==> config.mk <==
export PLATFORM = sky130hd
export DESIGN_NAME = cgra_input_mem_node
export DESIGN_NICKNAME = d
export VERILOG_FILES = /design/src/rtl/cgra_input_mem_node.sv
export SDC_FILE = /design/constraint.sdc
export NUM_CORES = 1
export LEC_CHECK = 0
export ABC_AREA = 1
export BUFFER_PORTS_ARGS = -buffer_cell sky130_fd_sc_hd__buf_2
export CAP_MARGIN = 20
export CELL_PAD_IN_SITES_DETAIL_PLACEMENT = 0
export CELL_PAD_IN_SITES_GLOBAL_PLACEMENT = 2
export CORE_AREA = 2 2 220 222
export CTS_CLUSTER_SIZE = 20
export DETAILED_ROUTE_END_ITERATION = 6
export DIE_AREA = 0 0 222 224
export GPL_TIMING_DRIVEN = 0
export PLACE_DENSITY_LB_ADDON = 0.08
export SLEW_MARGIN = 5
export SYNTH_ARGS = -nofsm -noshare
export SYNTH_HDL_FRONTEND = slang
export SYNTH_SLANG_ARGS = --single-unit
export TNS_END_PERCENT = 10
==> constraint.sdc <==
create_clock -name clk_i -period 5 [get_ports clk_i]
set_clock_uncertainty 0.2 [all_clocks]
set_input_delay 0.75 -clock clk_i [delete_from_list [all_inputs] [get_ports clk_i]]
set_output_delay 0.75 -clock clk_i [all_outputs]
set_load 0.01 [all_outputs]
==> src/rtl/cgra_input_mem_node.sv <==
// cgra_input_mem_node: strided OBI-style memory reader feeding one CGRA input node through a credit-limited FIFO
//   clk_i, rst_i (async, active-high)
//   start_i, base_addr_i, stride_i, size_i : transfer request from the control FSM
//   req_o, addr_o, gnt_i, rvalid_i, rdata_i : memory read port
//   data_o, valid_o, ready_i              : fabric-side valid/ready stream
//   busy_o, done_o                        : status back to the control FSM
module cgra_input_mem_node #(
  parameter int DATA_WIDTH        = 32,
  parameter int ADDR_WIDTH        = 32,
  parameter int SIZE_WIDTH        = 16,
  parameter int FIFO_DEPTH        = 8,
  parameter int WORST_MEM_LATENCY = 4
) (
  input  logic                  clk_i,
  input  logic                  rst_i,
  input  logic                  start_i,
  input  logic [ADDR_WIDTH-1:0] base_addr_i,
  input  logic [15:0]           stride_i,
  input  logic [SIZE_WIDTH-1:0] size_i,
  output logic                  req_o,
  output logic [ADDR_WIDTH-1:0] addr_o,
  input  logic                  gnt_i,
  input  logic                  rvalid_i,
  input  logic [DATA_WIDTH-1:0] rdata_i,
  output logic [DATA_WIDTH-1:0] data_o,
  output logic                  valid_o,
  input  logic                  ready_i,
  output logic                  busy_o,
  output logic                  done_o
);
  localparam int CW = $clog2(FIFO_DEPTH + 1);
  localparam int PW = (FIFO_DEPTH > 1) ? $clog2(FIFO_DEPTH) : 1;
  if (WORST_MEM_LATENCY < 1 || FIFO_DEPTH < 1) begin : g_param_check
    $error("cgra_input_mem_node: bad parameters");
  end
  typedef enum logic [1:0] {IDLE, FETCH, DRAIN, DONE} state_t;
  state_t                state_q, state_d;
  logic [ADDR_WIDTH-1:0] addr_q, addr_d;
  logic [15:0]           stride_q, stride_d;
  logic [SIZE_WIDTH-1:0] size_q, size_d, issued_q, issued_d, popped_q, popped_d;
  logic [CW-1:0]         count_q, count_d, outst_q, outst_d;
  logic [PW-1:0]         wr_q, wr_d, rd_q, rd_d;
  logic [DATA_WIDTH-1:0] mem_q [FIFO_DEPTH];
  logic                  grant, push, pop;
  // buffered plus in-flight words never exceed the FIFO size, so every response has a slot
  assign req_o   = (state_q == FETCH) && (({1'b0, count_q} + {1'b0, outst_q}) < (CW+1)'(FIFO_DEPTH));
  assign addr_o  = addr_q;
  assign grant   = req_o & gnt_i;
  // responses arriving while idle are leftovers from before a reset
  assign push    = rvalid_i & (state_q != IDLE);
  assign valid_o = count_q != '0;
  assign pop     = valid_o & ready_i;
  assign data_o  = valid_o ? mem_q[rd_q] : '0;
  assign busy_o  = state_q != IDLE;
  assign done_o  = state_q == DONE;
  always_comb begin
    state_d  = state_q;
    stride_d = stride_q;
    size_d   = size_q;
    addr_d   = grant ? addr_q + ADDR_WIDTH'(stride_q) : addr_q;
    issued_d = issued_q + SIZE_WIDTH'(grant);
    popped_d = popped_q + SIZE_WIDTH'(pop);
    count_d  = count_q + CW'(push) - CW'(pop);
    outst_d  = outst_q + CW'(grant) - CW'(push);
    wr_d     = push ? (wr_q == PW'(FIFO_DEPTH - 1) ? '0 : wr_q + PW'(1)) : wr_q;
    rd_d     = pop  ? (rd_q == PW'(FIFO_DEPTH - 1) ? '0 : rd_q + PW'(1)) : rd_q;
    case (state_q)
      IDLE: if (start_i) begin
        state_d  = (size_i != '0) ? FETCH : DONE;
        addr_d   = base_addr_i;
        stride_d = stride_i;
        size_d   = size_i;
        issued_d = '0;
        popped_d = '0;
      end
      FETCH:   state_d = (grant && issued_q + SIZE_WIDTH'(1) == size_q) ? DRAIN : FETCH;
      DRAIN:   state_d = (pop && popped_q + SIZE_WIDTH'(1) == size_q) ? DONE : DRAIN;
      default: state_d = IDLE;
    endcase
  end
  always_ff @(posedge clk_i or posedge rst_i) begin
    if (rst_i) begin
      state_q  <= IDLE;
      addr_q   <= '0;
      stride_q <= '0;
      size_q   <= '0;
      issued_q <= '0;
      popped_q <= '0;
      count_q  <= '0;
      outst_q  <= '0;
      wr_q     <= '0;
      rd_q     <= '0;
    end else begin
      state_q  <= state_d;
      addr_q   <= addr_d;
      stride_q <= stride_d;
      size_q   <= size_d;
      issued_q <= issued_d;
      popped_q <= popped_d;
      count_q  <= count_d;
      outst_q  <= outst_d;
      wr_q     <= wr_d;
      rd_q     <= rd_d;
    end
  end
  always_ff @(posedge clk_i) begin
    if (push) mem_q[wr_q] <= rdata_i;
  end
endmodule

==> results of run 1 <==
## timing repair
| action | 4_1_cts | 5_1_grt |
|---|---|---|
| setup buffers | 0 | 0 |
| setup endpoints to repair | 0 | 0 |
| endpoints found under the hold margin | 31 | 0 |
| hold buffers | 1 | 0 |
## state kept, by name, summed over array words and instances, names as in the netlist
signal    flops
count_q       4
issued_q     16
stride_q     16
addr_o       32
rd_q          3
popped_q     16
mem_q       256
outst_q       4
wr_q          3
state_q       2
size_q       16
## power by group through the flow
stage | clock network [mW] | logic (mW) | registers [mW]
global placement | 0 | 4.61 | 4.21
global route | 3.28 | 5.27 | 4.19
detailed placement | 0 | 4.73 | 4.19
finish | 3.06 | 4.67 | 4.13
floorplan | 0 | 2.91 | 4.15
CTS | 3.15 | 4.75 | 4.14
## cells in the mapped netlist, drive strengths merged, types with 3 or more instances
library cell | count | area, um^2
a21oi | 86 | 434
a31oi | 32 | 200
and2 | 5 | 31.3
and3 | 3 | 18.8
buf | 24 | 119
clkbuf | 52 | 195
dfrtp | 112 | 2800
edfxtp | 256 | 7690
fa | 3 | 60.1
ha | 38 | 475
inv | 144 | 541
nand2 | 367 | 1430
nand3 | 84 | 440
nand3b | 5 | 37.5
nand4 | 16 | 100
nor2 | 337 | 1370
nor3 | 12 | 60.1
o21ai | 224 | 1120
o21bai | 3 | 26.3
o22ai | 32 | 200
or2 | 5 | 31.3
xnor2 | 16 | 140
xor2 | 17 | 149
## path summary, 6_finish.rpt
| path | from | to | slack, ns | depth (start not counted) |
|---|---|---|---|---|
| setup reg to reg | count_q[3]$_DFF_PP0_ | issued_q[12]$_DFF_PP0_ | 1.42 | 16 |
| hold / removal | stride_i[5] | stride_q[5]$_DFFE_PP0P_ | 0.18 | 3 |
| max in group asynchronous | rst_i | addr_o[13]$_DFF_PP0_ | 3.34 | 4 |
| hold reg to reg | stride_q[7]$_DFFE_PP0P_ | stride_q[7]$_DFFE_PP0P_ | 0.27 | 2 |
| min in group asynchronous | rst_i | addr_o[27]$_DFF_PP0_ | 0.51 | 3 |
| setup / recovery | rd_q[1]$_DFFE_PP0P_ | data_o[22] | 1.08 | 8 |
## routing by layer
metal / routed length, um / part of all wire (%)
met3: 2230 / 4.2
met4: 1160 / 2.2
met5: 0 / 0
met1: 23900 / 45
met2: 26100 / 49
## critical path: stages, from the launching register on
cell and delay [ns]:
dfrtp_1 0.39, inv_1 0.08, clkbuf_1 0.49, clkbuf_1 0.46, o21ai_0 0.18, o22ai_1 0.14
o21ai_0 0.09, a31oi_1 0.37, buf_2 0.21
## metrics by stage
| stage | hold WS (ns) | cell area [um^2] | util [%] |
|---|---|---|---|
| 2_1_floorplan | 0.246 | 17700 | - |
| 3_3_place_gp | 0.264 | 19400 | 40.9 |
| 3_5_place_dp | 0.265 | 19700 | 41.5 |
| 4_1_cts | 0.152 | 21000 | 44.5 |
| 5_1_grt | 0.156 | 21000 | 44.5 |
| 6_report | 0.184 | 21100 | 44.5 |
## cells by family (layout without fill, tap and decap cells)
| logic type | after synthesis | count (layout) |
|---|---|---|
| AND/OR/NAND/NOR | 835 | 835 |
| AO/OA/AOI/OAI | 386 | 386 |
| flip-flops | 368 | 368 |
| buffers and inverters | 221 | 479 |
| adder cells (fa/ha/maj) | 41 | 41 |
| XOR/XNOR | 33 | 33 |
| other | 0 | 2 |
## layout make-up
class	instances	area share, %
Sequential cell	368	49.8
Multi-Input combinational cell	1295	30.7
Buffer	76	1.49
Clock buffer	53	5.39
Tap cell	615	3.66
Timing Repair Buffer	179	5.14
Clock inverter	26	1.17
Inverter	145	2.61
Antenna cell	2	0.0238
==> metrics.md, run 1 <==
| Metric | Value |
|---|---|
| Status | `finished, final reports clean` |
| Routed WL | `53400 um` |
| Mux contribution to synthesized area | `0%` |
| Minimum clock period | `3.92 ns` |
| Die Ht | `approximately 220 um` |
| # rows | `80` |
| Simple-Gate Fraction of Synth Area | `between 15 and 20%` |
| CP Max Fanout | `10` |
| Nets | `around 2300` |
| DP Wirelength | `38200 um` |
| EDFF count, synth | `~260` |
| Worst vdd ir | `227 uV` |
| Slew Viols, Final | `0` |
| Switching pwr | `between 4 and 5 mW` |
| Detailed Routing Iterations Pass 1 | `4` |
| Share of cells above drive strength 1 | `15.1%` |
| Layout Cells excl Fill | `around 2800` |
| Total core area | `roughly 47000 um^2` |
| Max clock buf depth | `3` |
| Sequential fraction of the synthesis area | `between 50% and 60%` |
| Starting DRT DRC Count | `roughly 790` |
| Leak | `~8.7 nW` |
| Met1 Use GR | `28.1%` |
| Routed vias | `between 10000 and 15000` |
| GRT overflow | `0` |
| Post-synthesis cell area | `17700 um^2` |
| Initial antenna violation count | `3` |
| Final Hold Fails | `0` |
| # IOs | `170` |
| CP Class | `flop to output port` |
| Most common cell after layout, fill and taps aside | `nand2_1` |
| Max-cap viol count | `0` |
| Global-route wire length before repair | `roughly 82000 um` |
| Final period util | `between 70 and 80%` |
| Synth Area in XOR/XNOR | `under 10%` |
| Area delta synth->final | `18.6%` |
| Num CTS Buffers | `43` |
| Comb power frac | `~39%` |
| Vias in the first global route | `around 14000` |
| Final Setup Violations | `0` |
| M2 GR Usage | `between 30% and 40%` |
| Skew-Pair Late Insertion Delay | `between 0.5 and 0.6 ns` |
| Htree depth | `2` |
| Worst Path Required | `just over 4 ns` |
| Complex-gate fraction of the synthesized area | `between 10% and 20%` |
| GRT busiest layer | `met2` |
| Flop pwr share | `between 30% and 40%` |
| Gr usage total | `between 20% and 30%` |
| Layout fillers | `between 4000 and 5000` |
| Antenna-violating nets left | `0` |
| Syn nets | `2027` |
| Largest family of logic cells by synthesized area | `simple AND/OR/NAND/NOR gates` |
| RSZ-0062 raised after global routing | `no` |
| Total Power | `around 12 mW` |
| M3 GR Usage | `approximately 3.4%` |
| # DRC | `0` |
| PostCTS Resize Cnt | `0` |
| Drt wl/cell | `between 15 and 20 um` |
| P_int | `a little over 7 mW` |
| Sequential Area | `about 10000 um^2` |
| Pre-CTS WS | `between 1 and 1.5 ns` |
| Largest net degree at the start of global routing | `slightly above 80` |
| GP Congestion | `between 0.7 and 0.8` |
| Critical Path AT | `roughly 3 ns` |
| PD cells | `563 nW/um^2` |
| CTS tree | `built` |
| Clock power share | `~26%` |
| CP Launch Type | `flop` |
| Initial Util | `~37%` |
| Yosys warnings | `0` |
| Rel. slew slack | `38.3%` |
| Die X-Extent | `222 um` |
| HP Class | `primary input to flop` |
| Multi-input logic area | `approximately 6500 um^2` |
| Full die area | `49700 um^2` |
| Count of input and output buffers | `between 150 and 200` |
| Sw Ratio | `roughly two fifths` |
| Synth async-reset ratio | `just over 30%` |
| Max frequency | `roughly 250 MHz` |
| Register bit total from synthesis | `between 300 and 400` |
| Measured slew at the worst slew-check pin | `between 0.9 and 1 ns` |
| Via density | `roughly 5.0` |
| Commonest non-fill, non-tap cells in the layout | `nand2_1 (354), nor2_1 (310), edfxtp_1 (256), o21ai_0 (217), buf_2 (186)` |
| Post-Synth Adder-Cell Area | `3.02%` |
| CTS clk-pin slew, worst paths | `~0.06 ns` |
| CTS sink cnt | `between 300 and 400` |
| Synth Area per Inst | `between 9 and 10 um^2` |
| Crit end category | `output port` |
| Post-synthesis cell count | `1884` |
| Setup ws final | `1.08 ns` |
| Primary FF master, synth | `edfxtp_1` |
| Yosys cell types | `46` |
| Fin Setup TNS | `0 ns` |
| CTS root buf | `clkbuf_16` |
| Inst Count DP | `around 2700` |
No activity file was read; power rests on OpenSTA's default activity.
==> run 2, diff against run 1 <==
Clock period 5 ns to 3.7 ns, I/O delays scaled along.
==> run 2 against run 1 <==
Design area grew 1.5%. Utilization grew 0.65 points. Sequential power grew 35%. Critical endpoint is now data_o[26].
==> metrics.md, run 2 (synthesis results as in run 1) <==
| Metric | Value |
|---|---|
| CP Class | `flop to output port` |
| Layout Cells excl Fill | `about 2800` |
| Flop pwr share | `about a third` |
| GRT overflow | `0` |
| PD cells | `about 750 nW/um^2` |
| Measured slew at the worst slew-check pin | `slightly above 0.9 ns` |
| Nets | `about 2300` |
| Clock power share | `about 26%` |
| R2R cell count | `16` |
| Critical path depth | `7` |
| CTS clk-pin slew, worst paths | `about 0.060 ns` |
| Placed Area | `slightly below 20000 um^2` |
| Final period util | `around 100%` |
| Leak | `between 8 and 9 nW` |
| Cell at the slowest stage of the critical path | `clkbuf_1` |
| Top reg by flops | `mem_q` |
| Initial Util | `between 30% and 40%` |
| Final Hold Fails | `0` |
| Rel. slew slack | `about two fifths` |
| Global-route wire length before repair | `slightly above 80000 um` |
| Crit end category | `output port` |
| CP most frequent cell | `o21ai_0` |
| Worst vdd ir | `approximately 340 uV` |
| # IOs | `170` |
| HP Class | `primary input to flop` |
| Design area | `around 21000 um^2` |
| Most common cell after layout, fill and taps aside | `nand2_1` |
| Gr usage total | `21.5%` |
| Commonest non-fill, non-tap cells in the layout | `nand2_1 (354), nor2_1 (310), edfxtp_1 (256), o21ai_0 (217), buf_2 (185)` |
| Detailed Routing Iterations Pass 1 | `5` |
| Final Setup Violations | `0` |
| CTS sink cnt | `roughly 370` |
| Drt wl/cell | `between 15 and 20 um` |
| GP Congestion | `0.788` |
| Minimum clock period | `approximately 3.6 ns` |
| Via density | `4.98` |
| Sw Ratio | `between 30% and 40%` |
| Htree depth | `2` |
| Area delta synth->final | `20.3%` |
| Skew-Pair Late Insertion Delay | `between 0.5 and 0.6 ns` |
| R2r setup slk | `between 0.3 and 0.4 ns` |
| Total core area | `~47000 um^2` |
| Inst Count DP | `around 2700` |
| Setup ws final | `slightly above 0.1 ns` |
| CP Buf/Inv Count | `3` |
| Fin Setup TNS | `0 ns` |
| Worst Path Required | `around 2.9 ns` |
| Crit path largest cell delay | `roughly 0.53 ns` |
| Max frequency | `about 280 MHz` |
| Share of cells above drive strength 1 | `15.1%` |
| Die Ht | `between 200 and 250 um` |
| Vias in the first global route | `around 14000` |
| Crit-path cells | `inv_1, clkbuf_1, o21ai_0, o22ai_1, o21ai_0, a31oi_1, buf_2` |
| DP Wirelength | `slightly below 40000 um` |
| Full die area | `just under 50000 um^2` |
| # DRC | `0` |
| CP Max Fanout | `11` |
| Slew Viols, Final | `0` |
| Worst Setup EP | `data_o[26]` |
| Max-cap viol count | `0` |
| Initial antenna violation count | `3` |
| Routed WL | `between 50000 and 60000 um` |
| Pre-CTS WS | `roughly 0.038 ns` |
| Comb power frac | `between 30% and 40%` |
| Status | `finished, final reports clean` |
| Crit path launch | `rd_q[1]$_DFFE_PP0P_` |
| RR Endpoint | `issued_q[12]$_DFF_PP0_` |
| P_int | `a little under 10 mW` |
| Max clock buf depth | `3` |
| Critical Path AT | `approximately 2.8 ns` |
| Starting DRT DRC Count | `roughly 740` |
| Max reg flops | `approximately 260` |
| Antenna-violating nets left | `0` |
| Routed vias | `about 14000` |
| Largest net degree at the start of global routing | `38` |
| Worst r2r src | `count_q[3]$_DFF_PP0_` |
| CP Launch Type | `flop` |
| Num CTS Buffers | `42` |
| # rows | `80` |
| CTS tree | `built` |
| Switching pwr | `between 6 and 7 mW` |
| Die X-Extent | `~220 um` |
| RSZ-0062 raised after global routing | `yes` |
| CTS root buf | `clkbuf_16` |
| Count of input and output buffers | `169` |
| Top Family by Delay on Critical Path | `buffers and inverters` |
-- run 2: worst min-delay path by stage --
stage | end | start | slack, ns | depth (start not counted)
2_1_floorplan | stride_q[0]$_DFFE_PP0P_ | stride_q[0]$_DFFE_PP0P_ | 0.25 | 2
3_3_place_gp | stride_q[7]$_DFFE_PP0P_ | stride_q[7]$_DFFE_PP0P_ | 0.27 | 2
3_5_place_dp | stride_q[4]$_DFFE_PP0P_ | stride_q[4]$_DFFE_PP0P_ | 0.27 | 2
4_1_cts | addr_o[21]$_DFF_PP0_ | base_addr_i[21] | 0.002 | 3
5_1_grt | stride_q[13]$_DFFE_PP0P_ | stride_i[13] | 0.03 | 3
6_report | size_q[5]$_DFFE_PP0P_ | size_i[5] | 0.03 | 3
-- run 2: repair_timing --
| action | 4_1_cts | 5_1_grt |
|---|---|---|
| pin swaps | 0 | 1 |
| hold buffers | 30 | 0 |
| buffers inserted | 0 | 2 |
| endpoints found under the hold margin | 45 | 0 |
| resized for setup | 0 | 3 |
| gates cloned | 0 | 0 |
| endpoints found under the setup margin | 2 | 9 |
-- run 2: through the flow --
step	total power, mW	utilization, %	hold slack [ns]
global route	17.2	45.1	0.0308
finish	16.1	45.1	0.0253
floorplan	9.54	-	0.246
CTS	16.3	45.1	0.00242
detailed placement	12.0	41.5	0.267
global placement	11.9	40.9	0.266
-- run 2: per-layer routing --
| metal | GRT usage [%] | part of all wire (%) | up-vias |
|---|---|---|---|
| li1 | - | - | 6928 |
| met1 | 27.5 | 44 | 6604 |
| met2 | 38.0 | 49 | 284 |
| met3 | 2.91 | 4.1 | 79 |
| met4 | 6.45 | 2.5 | 0 |
| met5 | 0 | 0 | - |
-- run 2: tightest hold or removal path: stages --
cell and delay, ns:
buf_2 0.10, nand2_1 0.05, o21ai_0 0.06
-- run 2: area by class of cell --
type                    count  area, um^2
diodes                      3        7.51
plain buffers              75         314
clock buffers              51        1110
clock inverters            27         256
fillers                  4676       26000
inverters                 145         548
multi-input cells        1295        6460
flip-flops and latches    368       10500
well taps                 615         769
repair buffers            212        1400
-- run 2: power groups by stage --
stage | registers, mW | clock network (mW) | logic, mW
2_1_floorplan | 5.61 | 0 | 3.94
3_3_place_gp | 5.69 | 0 | 6.20
3_5_place_dp | 5.66 | 0 | 6.37
4_1_cts | 5.59 | 4.25 | 6.43
5_1_grt | 5.66 | 4.41 | 7.13
6_report | 5.58 | 4.14 | 6.33
==> run 3, diff against run 2 <==
Settings changed: ABC_AREA 1 to not set, CORE_AREA 2 2 220 222 to 2 2 209 211, DIE_AREA 0 0 222 224 to 0 0 211 213.
==> run 3 against run 2 <==
Synthesized area shrank 5.0%. Utilization is 2.8 points higher. Die area shrank 9.6%. Synthesized cell count decreased by 34%. Sequential power is 2% higher. Setup slack improved by 0.073 ns. First-iteration DRC count decreased by 10%. Total power down 2.7%. Wire length shrank 18%. Highest routed layer is now met5.
==> metrics.md, run 3 <==
| Metric | Value |
|---|---|
| Status | `finished, final reports clean` |
| Commonest cells in the netlist | `edfxtp_1 (256), nand2_1 (147), dfrtp_1 (112)` |
| Worst vdd ir | `approximately 400 uV` |
| Global-route wire length before repair | `around 68000 um` |
| Flop pwr share | `between 30 and 40%` |
| Via density | `around 5.2` |
| Max-cap viol count | `0` |
| Measured slew at the worst slew-check pin | `0.956 ns` |
| Initial antenna violation count | `4` |
| R2R cell count | `14` |
| Detailed Routing Iterations Pass 1 | `5` |
| EDFF count, synth | `256` |
| Total Power | `roughly 16 mW` |
| CTS clk-pin slew, worst paths | `~0.06 ns` |
| Sw Ratio | `approximately a third` |
| Rel. slew slack | `36.3%` |
| Post-synthesis cell area | `about 17000 um^2` |
| R2r setup slk | `0.25 ns` |
| HP Class | `primary input to flop` |
| Top-area cell type share of the netlist area | `approximately 46%` |
| Worst Path Required | `2.94 ns` |
| RR Endpoint | `issued_q[12]$_DFF_PP0_` |
| Register bit total from synthesis | `around 370` |
| Synth async-reset ratio | `between 30% and 40%` |
| CTS tree | `built` |
| Yosys cell types | `66` |
| Initial Util | `39.5%` |
| Crit end category | `output port` |
| Post-synthesis cell count | `about 1200` |
| Switching pwr | `5.43 mW` |
| Final Setup Violations | `0` |
| Full die area | `around 45000 um^2` |
| # DRC | `0` |
| DP Wirelength | `between 30000 and 40000 um` |
| Synth top area cells | `edfxtp_1 (46%), dfrtp_1 (17%), mux4_2 (8.5%)` |
| Die X-Extent | `211 um` |
| Die Ht | `between 200 and 250 um` |
| Yosys warnings | `0` |
| GRT overflow | `0` |
| # IOs | `170` |
| Antenna-violating nets left | `0` |
| Pre-CTS WS | `-0.435 ns` |
| Count of input and output buffers | `169` |
| Clock power share | `~26%` |
| Fin Setup TNS | `0 ns` |
| Comb power frac | `between 30% and 40%` |
| Area delta synth->final | `21.2%` |
| CP Launch Type | `flop` |
| Routed WL | `about 44000 um` |
| Hold Path Sink | `addr_o[27]$_DFF_PP0_` |
| Final period util | `between 90% and 100%` |
| Syn nets | `1390` |
| Post-synth top area cell | `edfxtp_1` |
| Largest net degree at the start of global routing | `just over 60` |
| Minimum clock period | `between 3 and 4 ns` |
| Setup ws final | `0.173 ns` |
| CTS sink cnt | `between 300 and 400` |
| Max clock buf depth | `3` |
| Share of cells above drive strength 1 | `about 23%` |
| Sequential fraction of the synthesis area | `62.2%` |
| CP Max Fanout | `10` |
| Starting DRT DRC Count | `~670` |
| Max reg flops | `256` |
| CTS root buf | `clkbuf_16` |
| CP Class | `flop to output port` |
| Top reg by flops | `mem_q` |
| Skew-Pair Late Insertion Delay | `about 0.56 ns` |
| Worst r2r src | `count_q[1]$_DFF_PP0_` |
| Synth Area per Inst | `roughly 14 um^2` |
| Drt wl/cell | `20.9 um` |
| # rows | `76` |
| GP Congestion | `a little over 0.8` |
| WHS Path Cells | `3` |
| Htree depth | `2` |
| P_int | `~10 mW` |
| Min-delay src | `base_addr_i[27]` |
| Slew Viols, Final | `0` |
| Total core area | `42700 um^2` |
| Crit path launch | `rd_q[0]$_DFFE_PP0P_` |
| Gr usage total | `roughly 20%` |
| Num CTS Buffers | `42` |
| Most numerous cell in the Yosys netlist | `edfxtp_1` |
| Routed vias | `11000` |
| Most common cell after layout, fill and taps aside | `edfxtp_1` |
| Critical Path AT | `2.77 ns` |
| Vias in the first global route | `about 11000` |
| Max frequency | `roughly 280 MHz` |
| Primary FF master, synth | `edfxtp_1` |
| Nets | `1657` |
| Leak | `7.99 nW` |
| Final Hold Fails | `0` |
| Commonest non-fill, non-tap cells in the layout | `edfxtp_1 (256), buf_2 (176), nand2_1 (147), dfrtp_1 (112), nor2_1 (96)` |
| RSZ-0062 raised after global routing | `yes` |
| PD cells | `around 760 nW/um^2` |
run 3: what timing repair did:
action,in CTS,in global routing
cloned,0,0
hold buffers,32,0
endpoints found under the hold margin,82,0
setup endpoints to repair,32,14
setup buffers,0,0
resized for setup,8,11
run 3: worst max path at each step:
stage                                   to  slack [ns]  cells past startpoint
floorplan            mem_q[1][0]$_DFFE_PP_       -0.20                      6
global placement    mem_q[1][16]$_DFFE_PP_       -3.13                      6
detailed placement    outst_q[2]$_DFF_PP0_       -0.43                     13
CTS                             data_o[27]       -0.02                      6
global route                    data_o[15]       -0.01                      5
finish                          data_o[27]        0.17                      6
run 3: critical path, stage by stage (launching register included):
cell	delay (ns)
dfrtp_1	0.41
buf_2	0.34
clkbuf_4	0.38
mux4_2	0.53
mux2i_1	0.30
nor2_1	0.07
buf_2	0.16
run 3: final cells by class:
type,count,area [um^2]
inverter,29,114
tap,546,683
fill,3865,22300
sequential,368,10500
buffer,56,248
multi-input combinational,792,6100
clock inverter,21,196
clock buffer,54,1120
antenna,1,2.50
timing repair buffer,225,1490
run 3: power by group through the flow:
stage	combinational (mW)	clock (mW)	sequential (mW)
floorplan	4.09	0	5.66
global placement	5.78	0	5.80
detailed placement	5.97	0	5.77
CTS	6.02	4.14	5.70
global route	6.63	4.28	5.79
finish	5.92	4.01	5.69
run 3: per-stage QoR:
| step | util, % | hold slack [ns] | area (um^2) | instances |
|---|---|---|---|---|
| 2_1_floorplan | - | 0.250 | 16900 | 1247 |
| 3_3_place_gp | 43.1 | 0.271 | 18400 | 1962 |
| 3_5_place_dp | 44.0 | 0.273 | 18800 | 1986 |
| 4_1_cts | 47.8 | 0.0000741 | 20400 | 2091 |
| 5_1_grt | 47.9 | 0.0222 | 20400 | 2092 |
| 6_report | 47.9 | 0.0293 | 20400 | 2092 |
run 3: routing by layer:
metal	wire, um	track usage [%]	vias up
met5	40	0	-
met1	20200	28.6	5471
met3	1810	3.09	64
met2	20700	31.9	227
met4	977	6.12	6
li1	-	-	5210
run 3: cell families (layout without fill, tap and decap cells):
group                    count (synthesis)  after routing  synth area share (%)
AND/OR/NAND/NOR                        405            405                  11.5
flip-flops                             368            368                  62.2
AO/OA/AOI/OAI                          163            163                  6.12
multiplexers                           101            101                  10.8
buffers and inverters                   87            385                  2.00
XOR/XNOR                                82             82                  4.26
adder cells (fa/ha/maj)                 41             41                  3.18
other                                    0              1                     0
